**config.mk**
```make
export PLATFORM = sky130hd
export DESIGN_NAME = pipe_stage_reg_flat
export DESIGN_NICKNAME = d
export VERILOG_FILES = /design/src/rtl/pipe_pkg.sv /design/src/rtl/pipe_stage_reg_if.sv /design/src/rtl/sat_counter.sv /design/src/rtl/pipe_stage_reg.sv /design/src/flat_wrapper.sv
export SDC_FILE = /design/constraint.sdc
export NUM_CORES = 1
export LEC_CHECK = 0
export ABC_AREA = 1
export CAP_MARGIN = 40
export CORE_AREA = 2 2 125 127
export CTS_BUF_LIST = sky130_fd_sc_hd__clkbuf_2 sky130_fd_sc_hd__clkbuf_4 sky130_fd_sc_hd__clkbuf_8
export DETAILED_ROUTE_END_ITERATION = 16
export DIE_AREA = 0 0 127 129
export DONT_BUFFER_PORTS = 1
export PLACE_DENSITY = 0.68
export SYNTH_ARGS = -nofsm -noshare
export SYNTH_HDL_FRONTEND = slang
export SYNTH_SLANG_ARGS = --single-unit
```
**constraint.sdc**
```tcl
create_clock -name clk -period 4.3 [get_ports clk]
set_clock_uncertainty 0.05 [all_clocks]
set_input_delay 0.86 -clock clk [delete_from_list [all_inputs] [get_ports clk]]
set_output_delay 0.86 -clock clk [all_outputs]
set_load 0.01 [all_outputs]
```
**src/rtl/pipe_pkg.sv**
```systemverilog
// Shared pipeline definitions: stall vector shape, stop encodings, per-stage
// NOP payload constants and the per-edge event type of a pipeline register.
package pipe_pkg;

  localparam int unsigned STALL_W = 6;
  typedef logic [STALL_W-1:0] stall_vec_t;

  localparam logic STOP    = 1'b1;
  localparam logic NO_STOP = 1'b0;

  // ID/EX NOP fields: aluop, alusel and destination register address
  localparam logic [7:0] EXE_NOP_OP   = 8'b0000_0000;
  localparam logic [2:0] EXE_RES_NOP  = 3'b000;
  localparam logic [4:0] NOP_REG_ADDR = 5'b00000;

  // Low-order packing of the ID/EX NOP fields into a 128-bit payload
  localparam logic [127:0] ID_EX_NOP_DATA =
    128'({EXE_NOP_OP, EXE_RES_NOP, NOP_REG_ADDR});

  typedef enum logic [1:0] {
    FLUSH   = 2'd0,
    BUBBLE  = 2'd1,
    ADVANCE = 2'd2,
    HOLD    = 2'd3
  } pipe_evt_e;

endpackage

```
**src/rtl/pipe_stage_reg_if.sv**
```systemverilog
// Stage-to-stage slot: upstream payload (in_*) and registered payload (out_*).
//  master: drives in_*, observes out_*   (upstream stage / bench)
//  slave : observes in_*, drives out_*   (the pipeline register)
interface pipe_stage_reg_if #(
  parameter int unsigned DATA_W   = 128,
  parameter int unsigned STICKY_W = 1
);

  logic                in_valid;
  logic [DATA_W-1:0]   in_data;
  logic [STICKY_W-1:0] in_sticky;
  logic                out_valid;
  logic [DATA_W-1:0]   out_data;
  logic [STICKY_W-1:0] out_sticky;

  modport master (
    output in_valid, in_data, in_sticky,
    input  out_valid, out_data, out_sticky
  );

  modport slave (
    input  in_valid, in_data, in_sticky,
    output out_valid, out_data, out_sticky
  );

endinterface

```
**src/rtl/sat_counter.sv**
```systemverilog
// Saturating event counter with synchronous clear.
//  clk, rst (async active-low), inc: count enable, clr: zero (beats inc),
//  cnt: current count, sticks at all-ones.
module sat_counter #(
  parameter int unsigned CNT_W = 16
) (
  input  logic             clk,
  input  logic             rst,
  input  logic             inc,
  input  logic             clr,
  output logic [CNT_W-1:0] cnt
);

  always_ff @(posedge clk or negedge rst) begin
    if (!rst) begin
      cnt <= '0;
    end else if (clr) begin
      cnt <= '0;
    end else if (inc && (cnt != '1)) begin
      cnt <= cnt + CNT_W'(1);
    end
  end

endmodule

```
**src/rtl/pipe_stage_reg.sv**
```systemverilog
// Inter-stage pipeline register driven by the CTRL stall vector and flush.
//  clk, rst (async active-low)
//  stall      : CTRL stall vector, bit STAGE = this slot, STAGE+1 = downstream
//  flush      : kill the slot
//  bus        : slave side of the slot (in_* captured, out_* registered)
//  stall_err  : pulse, non-monotonic stall pattern seen on the previous edge
//  cnt_clr    : synchronous clear of the event counters
//  bubble_cnt, flush_cnt, hold_cnt : saturating event counters
module pipe_stage_reg #(
  parameter int unsigned       DATA_W   = 128,
  parameter int unsigned       STICKY_W = 1,
  parameter int unsigned       STALL_W  = pipe_pkg::STALL_W,
  parameter int unsigned       STAGE    = 2,
  parameter logic [DATA_W-1:0] NOP_DATA = '0,
  parameter int unsigned       CNT_W    = 16
) (
  input  logic               clk,
  input  logic               rst,
  input  logic [STALL_W-1:0] stall,
  input  logic               flush,
  pipe_stage_reg_if.slave    bus,
  output logic               stall_err,
  input  logic               cnt_clr,
  output logic [CNT_W-1:0]   bubble_cnt,
  output logic [CNT_W-1:0]   flush_cnt,
  output logic [CNT_W-1:0]   hold_cnt
);

  import pipe_pkg::*;

  // Reject out-of-range stage index and degenerate widths at elaboration
  if ((STAGE + 2 > STALL_W) || (DATA_W == 0) || (STICKY_W == 0) ||
      (STALL_W == 0) || (CNT_W == 0)) begin : g_bad_param
    $error("pipe_stage_reg: illegal parameters STAGE=%0d STALL_W=%0d", STAGE, STALL_W);
  end

  logic      s_c;
  logic      d_c;
  pipe_evt_e evt_c;

  assign s_c = (stall[STAGE] == STOP);
  assign d_c = (stall[STAGE+1] == STOP);

  // First-match priority: flush, bubble, advance, hold
  always_comb begin
    evt_c = ADVANCE;
    if (flush) begin
      evt_c = FLUSH;
    end else if (s_c && !d_c) begin
      evt_c = BUBBLE;
    end else if (!s_c) begin
      evt_c = ADVANCE;
    end else begin
      evt_c = HOLD;
    end
  end

  // Slot register; sticky sideband survives bubbles, cleared only by flush
  always_ff @(posedge clk or negedge rst) begin
    if (!rst) begin
      bus.out_data   <= NOP_DATA;
      bus.out_valid  <= 1'b0;
      bus.out_sticky <= '0;
    end else begin
      case (evt_c)
        FLUSH: begin
          bus.out_data   <= NOP_DATA;
          bus.out_valid  <= 1'b0;
          bus.out_sticky <= '0;
        end
        BUBBLE: begin
          bus.out_data  <= NOP_DATA;
          bus.out_valid <= 1'b0;
        end
        ADVANCE: begin
          bus.out_data   <= bus.in_data;
          bus.out_valid  <= bus.in_valid;
          bus.out_sticky <= bus.in_sticky;
        end
        default: begin
        end
      endcase
    end
  end

  // Downstream stalled while this slot runs: flagged even under flush
  always_ff @(posedge clk or negedge rst) begin
    if (!rst) begin
      stall_err <= 1'b0;
    end else begin
      stall_err <= !s_c && d_c;
    end
  end

  sat_counter #(.CNT_W(CNT_W)) u_bubble_cnt (
    .clk (clk),
    .rst (rst),
    .inc (evt_c == BUBBLE),
    .clr (cnt_clr),
    .cnt (bubble_cnt)
  );

  sat_counter #(.CNT_W(CNT_W)) u_flush_cnt (
    .clk (clk),
    .rst (rst),
    .inc (evt_c == FLUSH),
    .clr (cnt_clr),
    .cnt (flush_cnt)
  );

  sat_counter #(.CNT_W(CNT_W)) u_hold_cnt (
    .clk (clk),
    .rst (rst),
    .inc (evt_c == HOLD),
    .clr (cnt_clr),
    .cnt (hold_cnt)
  );

endmodule
```
**src/flat_wrapper.sv**
```systemverilog
// flat-port wrapper written by rule: the top's interface ports become plain ports
module pipe_stage_reg_flat import pipe_pkg::*;
#(
  parameter int unsigned       DATA_W   = 128,
  parameter int unsigned       STICKY_W = 1,
  parameter int unsigned       STALL_W  = pipe_pkg::STALL_W,
  parameter int unsigned       STAGE    = 2,
  parameter logic [DATA_W-1:0] NOP_DATA = '0,
  parameter int unsigned       CNT_W    = 16
)
  (clk, rst, stall, flush, stall_err, cnt_clr, bubble_cnt, flush_cnt, hold_cnt, bus_in_valid, bus_in_data, bus_in_sticky, bus_out_valid, bus_out_data, bus_out_sticky);
  pipe_stage_reg_if #(.DATA_W(DATA_W), .STICKY_W(STICKY_W)) bus_i ();
  input  logic clk;
  input  logic rst;
  input  logic [STALL_W-1:0] stall;
  input  logic flush;
  output logic stall_err;
  input  logic cnt_clr;
  output logic [CNT_W-1:0] bubble_cnt;
  output logic [CNT_W-1:0] flush_cnt;
  output logic [CNT_W-1:0] hold_cnt;
  input wire logic [$bits(bus_i.in_valid)-1:0] bus_in_valid;
  input wire logic [$bits(bus_i.in_data)-1:0] bus_in_data;
  input wire logic [$bits(bus_i.in_sticky)-1:0] bus_in_sticky;
  output wire logic [$bits(bus_i.out_valid)-1:0] bus_out_valid;
  output wire logic [$bits(bus_i.out_data)-1:0] bus_out_data;
  output wire logic [$bits(bus_i.out_sticky)-1:0] bus_out_sticky;
  assign bus_i.in_valid = bus_in_valid;
  assign bus_i.in_data = bus_in_data;
  assign bus_i.in_sticky = bus_in_sticky;
  assign bus_out_valid = bus_i.out_valid;
  assign bus_out_data = bus_i.out_data;
  assign bus_out_sticky = bus_i.out_sticky;
  pipe_stage_reg #(.DATA_W(DATA_W), .STICKY_W(STICKY_W), .STALL_W(STALL_W), .STAGE(STAGE), .NOP_DATA(NOP_DATA), .CNT_W(CNT_W)) u_core (.clk(clk), .rst(rst), .stall(stall), .flush(flush), .bus(bus_i), .stall_err(stall_err), .cnt_clr(cnt_clr), .bubble_cnt(bubble_cnt), .flush_cnt(flush_cnt), .hold_cnt(hold_cnt));
endmodule
```
==> impl_metrics.csv, run 1 <==
group,metric,value,unit
logic_synthesis,synthMuxAreaShare,0,
finish,final_common_cell,"nand2_1",
drt,first_iter_violations,457,
drt,num_vias,6087,
clocking,clkTransAtPathRegs,90,ps
finish,area_delta_synth_final,6.45,%
floorplan,start_util,0.527,
floorplan,dieWidth,127,um
drt,firstDrtPassIters,7,
clocking,ctsResizeCount,0,
drt,wl_per_cell,21.9,um
logic_synthesis,syn_avg_cell_area,10.1,sq um
setup_path,cp-startpoint,"u_core.u_bubble_cnt.cnt[0]$_DFFE_PN0P_",
finish,layout_common_cells,"nand2_1, dfrtp_1, a32o_1",
setup_path,start_kind,"register",
status,status,"finished clean",
sta,period_minus_slack,2340,ps
setup_path,rr_startpoint,"u_core.u_bubble_cnt.cnt[0]$_DFFE_PN0P_",
sta,hold_viol,0,
drt,drc_errors,0,
floorplan,fp.dieArea,16400,sq um
logic_synthesis,yosys_register_bits,179,
placement,io_buffers,0,
sta,setup_viol,0,
grt,grt_max_degree,180,
grt,antenna_found_initial,1,
grt,grt_pass1_wl,31600,um
sta,setup_ws,1960,ps
logic_synthesis,synth-simple-area-share,0.182,
floorplan,core,15000,sq um
setup_path,rrSetupSlack,1960,ps
clocking,cts_htree_levels,4,
logic_synthesis,synthAdderAreaFrac,0.00476,
logic_synthesis,synth_top_family_by_area,"simple AND/OR/NAND/NOR gates",
placement,dp_hpwl,14500,um
clocking,clock_latency,460,ps
setup_path,r2r_end,"u_core.u_bubble_cnt.cnt[10]$_DFFE_PN0P_",
floorplan,die_h,129,um
finish,fillers,1257,
logic_synthesis,ys_warn_count,0,
placement,gp_congestion,0.877,
pwr,combPwrFrac,0.049,
finish,fin_util,0.561,
logic_synthesis,synth_compound_area_frac,0.177,
logic_synthesis,synth_cells,780,
grt,gr-usage-all-layers,0.248,
logic_synthesis,synth_top_cell_area_share,0.567,
drt,ant_nets,0,
sta,timing.fmax,0.427,GHz
pwr,p_switching,0.000833,W
logic_synthesis,synthXorXnorAreaFrac,0.0155,
logic_synthesis,syn_area,7890,sq um
floorplan,io_pins,319,
finish,nets,898,
clocking,clock_sinks,179,
logic_synthesis,ys_seq_area_frac,0.567,
sta,fin_tns_setup,0,ps
job,drv_cap,0,
setup_path,worstSetupPathType,"register to register",
setup_path,cp-endpoint,"u_core.u_bubble_cnt.cnt[10]$_DFFE_PN0P_",
setup_path,cp_max_fo,11,
floorplan,rows,45,
pwr,leakage,3.87,nW
pwr,seq_power_share,0.569,
pwr,p_sw_frac,0.259,
clocking,cts-root-buf,"clkbuf_8",
drt,viasPerCell,6.37,
sta,slew_violations,0,
clocking,clockBufferDepth,2,
sta,fin_crit_sh,0.545,
setup_path,cp-end-kind,"register",
setup_path,arrival,2640,ps
pwr,ir_drop,0.287,mV
sta,worst_pin_slew,929,ps
worst_hold_path,hp-class,"input pin to asynchronous set/reset pin",
finish,antenna_cells,0,
setup_path,reg2regPathDepth,9,
logic_synthesis,syn_nets,923,
pwr,clkPwrFrac,0.382,
clocking,cts_tree,"built",
logic_synthesis,synth_area_leaders,"dfrtp_1, a32o_1, nand2_1",
finish,drive_gt1_frac,0.0781,
grt,grt_pass1_vias,5757,
logic_synthesis,ys_types,22,
pwr,power.internal,0.00238,W
drt,drt_wl_total,21000,um
sta,slew_headroom,0.380,
setup_path,required,4590,ps
sta,rsz0062_at_grt,"false",
grt,grt-ovfl-total,0,
logic_synthesis,yosysTopAreaCell,"dfrtp_1",
pwr,p_per_area,383,nW/um^2
clocking,cts_buffers,17,
placement,post-place-ws,1520,ps
flip-flops by register name (all words and copies together), names as in the netlist:
signal and flops:
u_core.u_bubble_cnt.cnt 16, u_core.u_hold_cnt.cnt 16, u_core.u_flush_cnt.cnt 16, u_core.bus.out_sticky 1, u_core.bus.out_data 128, u_core.stall_err 1, u_core.bus.out_valid 1
worst max-delay path, cell delays in order, from the launching register on:
cell     delay (ps)
dfrtp_1         460
ha_1            280
nand2_1          90
nor2_1           50
nand2_1         130
nor2_1           70
nor2_1          550
nor2_1          360
nand2_1         130
nand2_1          60
Yosys cell counts:
cell type / instances
a32o_1: 129
buf_1: 2
buf_2: 15
buf_4: 1
buf_6: 1
clkbuf_1: 30
dfrtp_1: 179
ha_1: 3
inv_1: 45
inv_2: 9
nand2_1: 204
nand2_2: 3
nand3_1: 40
nand4_1: 24
nor2_1: 52
nor2_2: 3
nor2_4: 8
o21ai_0: 4
o21ai_1: 7
o21bai_1: 7
xnor2_1: 1
xor2_1: 13
cells by family (layout without fill, tap and decap cells):
logic type | Yosys count | after routing
xor+xnor | 14 | 14
compound gates | 147 | 147
flops | 179 | 179
simple gates | 334 | 334
fa+ha+maj | 3 | 3
buf+inv | 103 | 91
final cells by class:
class,instances,area [sq um],share of cell area
timing repair buffer,5,50.0,0.00596
clock buffer,20,269,0.0320
inverter,54,208,0.0247
tap,188,235,0.0280
multi-input combinational,498,3000,0.357
sequential,179,4480,0.533
clock inverter,12,164,0.0195
per-layer routing:
layer  GRT usage  vias up  routed length (um)
met3       0.104       31                2020
met1       0.292     3058                7720
li1            -     2719                   -
met4      0.0905        2                 439
met2       0.412      277               10800
met5           0        -                   8
how the worst min path moves through the flow:
stage                                                        end  slack (ps)  cells past startpoint                                  from
after floorplan                u_core.bus.out_sticky$_DFFE_PN0P_         460                      2     u_core.bus.out_sticky$_DFFE_PN0P_
after global routing       u_core.u_flush_cnt.cnt[2]$_DFFE_PN0P_           5                      0                                   rst
after CTS                 u_core.u_bubble_cnt.cnt[6]$_DFFE_PN0P_           4                      0                                   rst
final                      u_core.u_flush_cnt.cnt[4]$_DFFE_PN0P_          50                      0                                   rst
after detailed placement    u_core.bus.out_data[102]$_DFFE_PN0P_         500                      1  u_core.bus.out_data[102]$_DFFE_PN0P_
after global placement       u_core.bus.out_data[94]$_DFFE_PN0P_         500                      1   u_core.bus.out_data[94]$_DFFE_PN0P_
timing repair:
action,4_1_cts,5_1_grt
setup buffers,0,0
hold endpoints to repair,0,22
hold buffers,0,1
metrics by stage:
stage                     area [sq um]  hold WS (ps)  instances  total power (W)
after global routing              8400          4.53        956          0.00333
after global placement            7950           499        923          0.00201
after CTS                         8380          4.22        955          0.00323
after detailed placement          7950           502        923          0.00201
after floorplan                   7890           459        780          0.00197
final                             8400          54.7        956          0.00322
power by group through the flow:
stage | Clock, W | Sequential (W) | Combinational (W)
2_1_floorplan | 0 | 0.00184 | 0.000130
3_3_place_gp | 0 | 0.00186 | 0.000143
3_5_place_dp | 0 | 0.00186 | 0.000151
4_1_cts | 0.00125 | 0.00183 | 0.000150
5_1_grt | 0.00132 | 0.00184 | 0.000172
6_report | 0.00123 | 0.00183 | 0.000157
No activity file was read; power rests on OpenSTA's default activity.
==> run 2: changes to the inputs <==
--- a/config.mk
+++ b/config.mk
@@ -7,12 +7,12 @@
 export LEC_CHECK = 0
 export ABC_AREA = 1
 export CAP_MARGIN = 40
-export CORE_AREA = 2 2 125 127
+export CORE_AREA = 2 2 123 125
 export CTS_BUF_LIST = sky130_fd_sc_hd__clkbuf_2 sky130_fd_sc_hd__clkbuf_4 sky130_fd_sc_hd__clkbuf_8
 export DETAILED_ROUTE_END_ITERATION = 16
-export DIE_AREA = 0 0 127 129
+export DIE_AREA = 0 0 125 127
 export DONT_BUFFER_PORTS = 1
-export PLACE_DENSITY = 0.68
+export PLACE_DENSITY = 0.72
 export SYNTH_ARGS = -nofsm -noshare
 export SYNTH_HDL_FRONTEND = slang
 export SYNTH_SLANG_ARGS = --single-unit
==> constraint.sdc (replaced) <==
create_clock -name clk -period 2.1 [get_ports clk]
set_clock_uncertainty 0.05 [all_clocks]
set_input_delay 0.42 -clock clk [delete_from_list [all_inputs] [get_ports clk]]
set_output_delay 0.42 -clock clk [all_outputs]
set_load 0.01 [all_outputs]
==> run 2 against run 1 <==
Against the previous run: the flow now finishes with violations (negative hold slack); register-to-register slack got worse by 1700 ps; die area fell by 3.1%; sequential share of layout area fell by 0.056 points; clock power rose by 85%; wire length fell by 1.9%; setup slack got worse by 1700 ps; critical path depth did not move; via count fell by 0.30%; sequential cell count did not move; total power rose by 97%; design area rose by 0.10%; combinational power rose by 110%.
==> impl_metrics.csv, run 2 (synthesis gave the netlist of run 1 again) <==
group,metric,value,unit
clocking,clkTransAtPathRegs,100,ps
clocking,clockBufferDepth,2,
floorplan,start_util,0.547,
drt,viasPerCell,6.36,
setup_path,cp_max_fo,13,
drt,ant_nets,0,
drt,wl_per_cell,21.5,um
floorplan,fp.dieArea,15900,sq um
grt,grt_max_degree,180,
status,violations,"negative hold slack",
setup_path,cp-end-kind,"register",
sta,slew_headroom,0.570,
sta,whs,-402,ps
clocking,cts_tree,"built",
sta,hold_viol,179,
setup_path,worstSetupPathType,"register to register",
clocking,cts_buffers,17,
sta,setup_ws,245,ps
finish,fin_util,0.583,
drt,wl_met1,7440,um
floorplan,dieWidth,125,um
finish,area_delta_synth_final,6.56,%
drt,num_vias,6069,
pwr,power,0.00634,W
grt,grt_pass1_vias,5913,
sta,period_minus_slack,1860,ps
clocking,holdBufCountCts,1,
sta,timing.fmax,0.539,GHz
setup_path,reg2regPathDepth,9,
placement,gp_congestion,0.876,
floorplan,die_h,127,um
pwr,seq_power_share,0.590,
finish,final_common_cell,"nand2_1",
drt,firstDrtPassIters,7,
setup_path,start_kind,"register",
job,drv_cap,0,
setup_path,rrSetupSlack,240,ps
grt,antenna_found_initial,0,
drt,drt_wl_total,20600,um
placement,post-place-ws,273,ps
pwr,p_switching,0.00162,W
finish,fin_cells,954,
floorplan,rows,44,
finish,drive_gt1_frac,0.0792,
setup_path,arrival,2200,ps
worst_hold_path,hp-class,"input pin to asynchronous set/reset pin",
floorplan,core,14400,sq um
drt,first_iter_violations,675,
drt,route.met2.wl,10500,um
placement,place_inst,923,
sta,fin_tns_setup,0,ps
sta,fin_crit_sh,0.883,
pwr,clkPwrFrac,0.359,
sta,setup_viol,0,
sta,slew_violations,0,
pwr,leakage,3.88,nW
clocking,post_cts_buffers,0,
finish,largest_reg_flops,128,
pwr,p_sw_frac,0.256,
placement,dp_hpwl,14300,um
drt,topRoutingLayerUsed,"met4",
pwr,ir_drop,0.473,mV
finish,largest_register,"u_core.bus.out_data",
finish,layout_common_cells,"nand2_1, dfrtp_1, a32o_1",
setup_path,r2r_end,"u_core.u_flush_cnt.cnt[7]$_DFFE_PN0P_",
clocking,clock_latency,450,ps
clocking,cts-root-buf,"clkbuf_8",
clocking,ctsResizeCount,0,
drt,wl_met3,2070,um
sta,worst_pin_slew,645,ps
floorplan,io_pins,319,
pwr,power.internal,0.00472,W
grt,gr-usage-all-layers,0.256,
sta,rsz0062_at_grt,"false",
clocking,clock_sinks,179,
pwr,combPwrFrac,0.051,
grt,grt_pass1_wl,32000,um
drt,drc_errors,0,
pwr,p_per_area,754,nW/um^2
grt,grt-ovfl-total,0,
finish,nets,902,
setup_path,rr_startpoint,"u_core.u_flush_cnt.cnt[1]$_DFFE_PN0P_",
setup_path,required,2440,ps
placement,io_buffers,0,
finish,antenna_cells,0,
clocking,cts_htree_levels,4,
status,status,"complete, but fails checks",
==> run 2: worst max path at each step <==
stage | end | startpoint | cells past startpoint
floorplan | u_core.u_flush_cnt.cnt[12]$_DFFE_PN0P_ | u_core.u_flush_cnt.cnt[1]$_DFFE_PN0P_ | 10
global placement | u_core.u_flush_cnt.cnt[11]$_DFFE_PN0P_ | u_core.u_flush_cnt.cnt[1]$_DFFE_PN0P_ | 9
detailed placement | u_core.u_flush_cnt.cnt[11]$_DFFE_PN0P_ | u_core.u_flush_cnt.cnt[1]$_DFFE_PN0P_ | 9
CTS | u_core.u_flush_cnt.cnt[8]$_DFFE_PN0P_ | u_core.u_flush_cnt.cnt[1]$_DFFE_PN0P_ | 9
global route | u_core.u_flush_cnt.cnt[10]$_DFFE_PN0P_ | u_core.u_flush_cnt.cnt[1]$_DFFE_PN0P_ | 9
finish | u_core.u_flush_cnt.cnt[7]$_DFFE_PN0P_ | u_core.u_flush_cnt.cnt[1]$_DFFE_PN0P_ | 9
==> run 2: layout make-up <==
| class | count | area, sq um |
|---|---|---|
| clock buffers | 19 | 262 |
| clock inverters | 11 | 115 |
| fillers | 1204 | 6010 |
| inverters | 54 | 208 |
| multi-input cells | 498 | 3000 |
| flip-flops and latches | 179 | 4480 |
| well taps | 184 | 230 |
| repair buffers | 9 | 120 |
==> run 2: power by group through the flow <==
| stage | registers [W] | logic (W) | clock network, W |
|---|---|---|---|
| detailed placement | 0.00381 | 0.000323 | 0 |
| floorplan | 0.00377 | 0.000267 | 0 |
| global route | 0.00376 | 0.000354 | 0.00248 |
| CTS | 0.00375 | 0.000324 | 0.00233 |
| global placement | 0.00381 | 0.000306 | 0 |
| finish | 0.00375 | 0.000323 | 0.00227 |
==> run 2: layer usage <==
metal | global-route usage | vias up
met5 | 0 | -
met2 | 0.425 | 307
met3 | 0.103 | 37
li1 | - | 2730
met1 | 0.297 | 2995
met4 | 0.112 | 0
==> run 2: per-stage QoR <==
step	instance area, sq um	hold WS [ps]
floorplan	7890	74.4
global placement	8030	77.8
detailed placement	8030	78.1
CTS	8410	-434
global route	8410	-439
finish	8410	-402
==> run 2: critical path, cell delays in order, from the launching register on <==
cell     delay, ps
dfrtp_1        460
ha_1           270
nand2_2        100
nor2_4         140
nand2_2        110
nor2_4         140
nor2_4          80
nor2_4         270
nand2_1         90
nand2_1         70
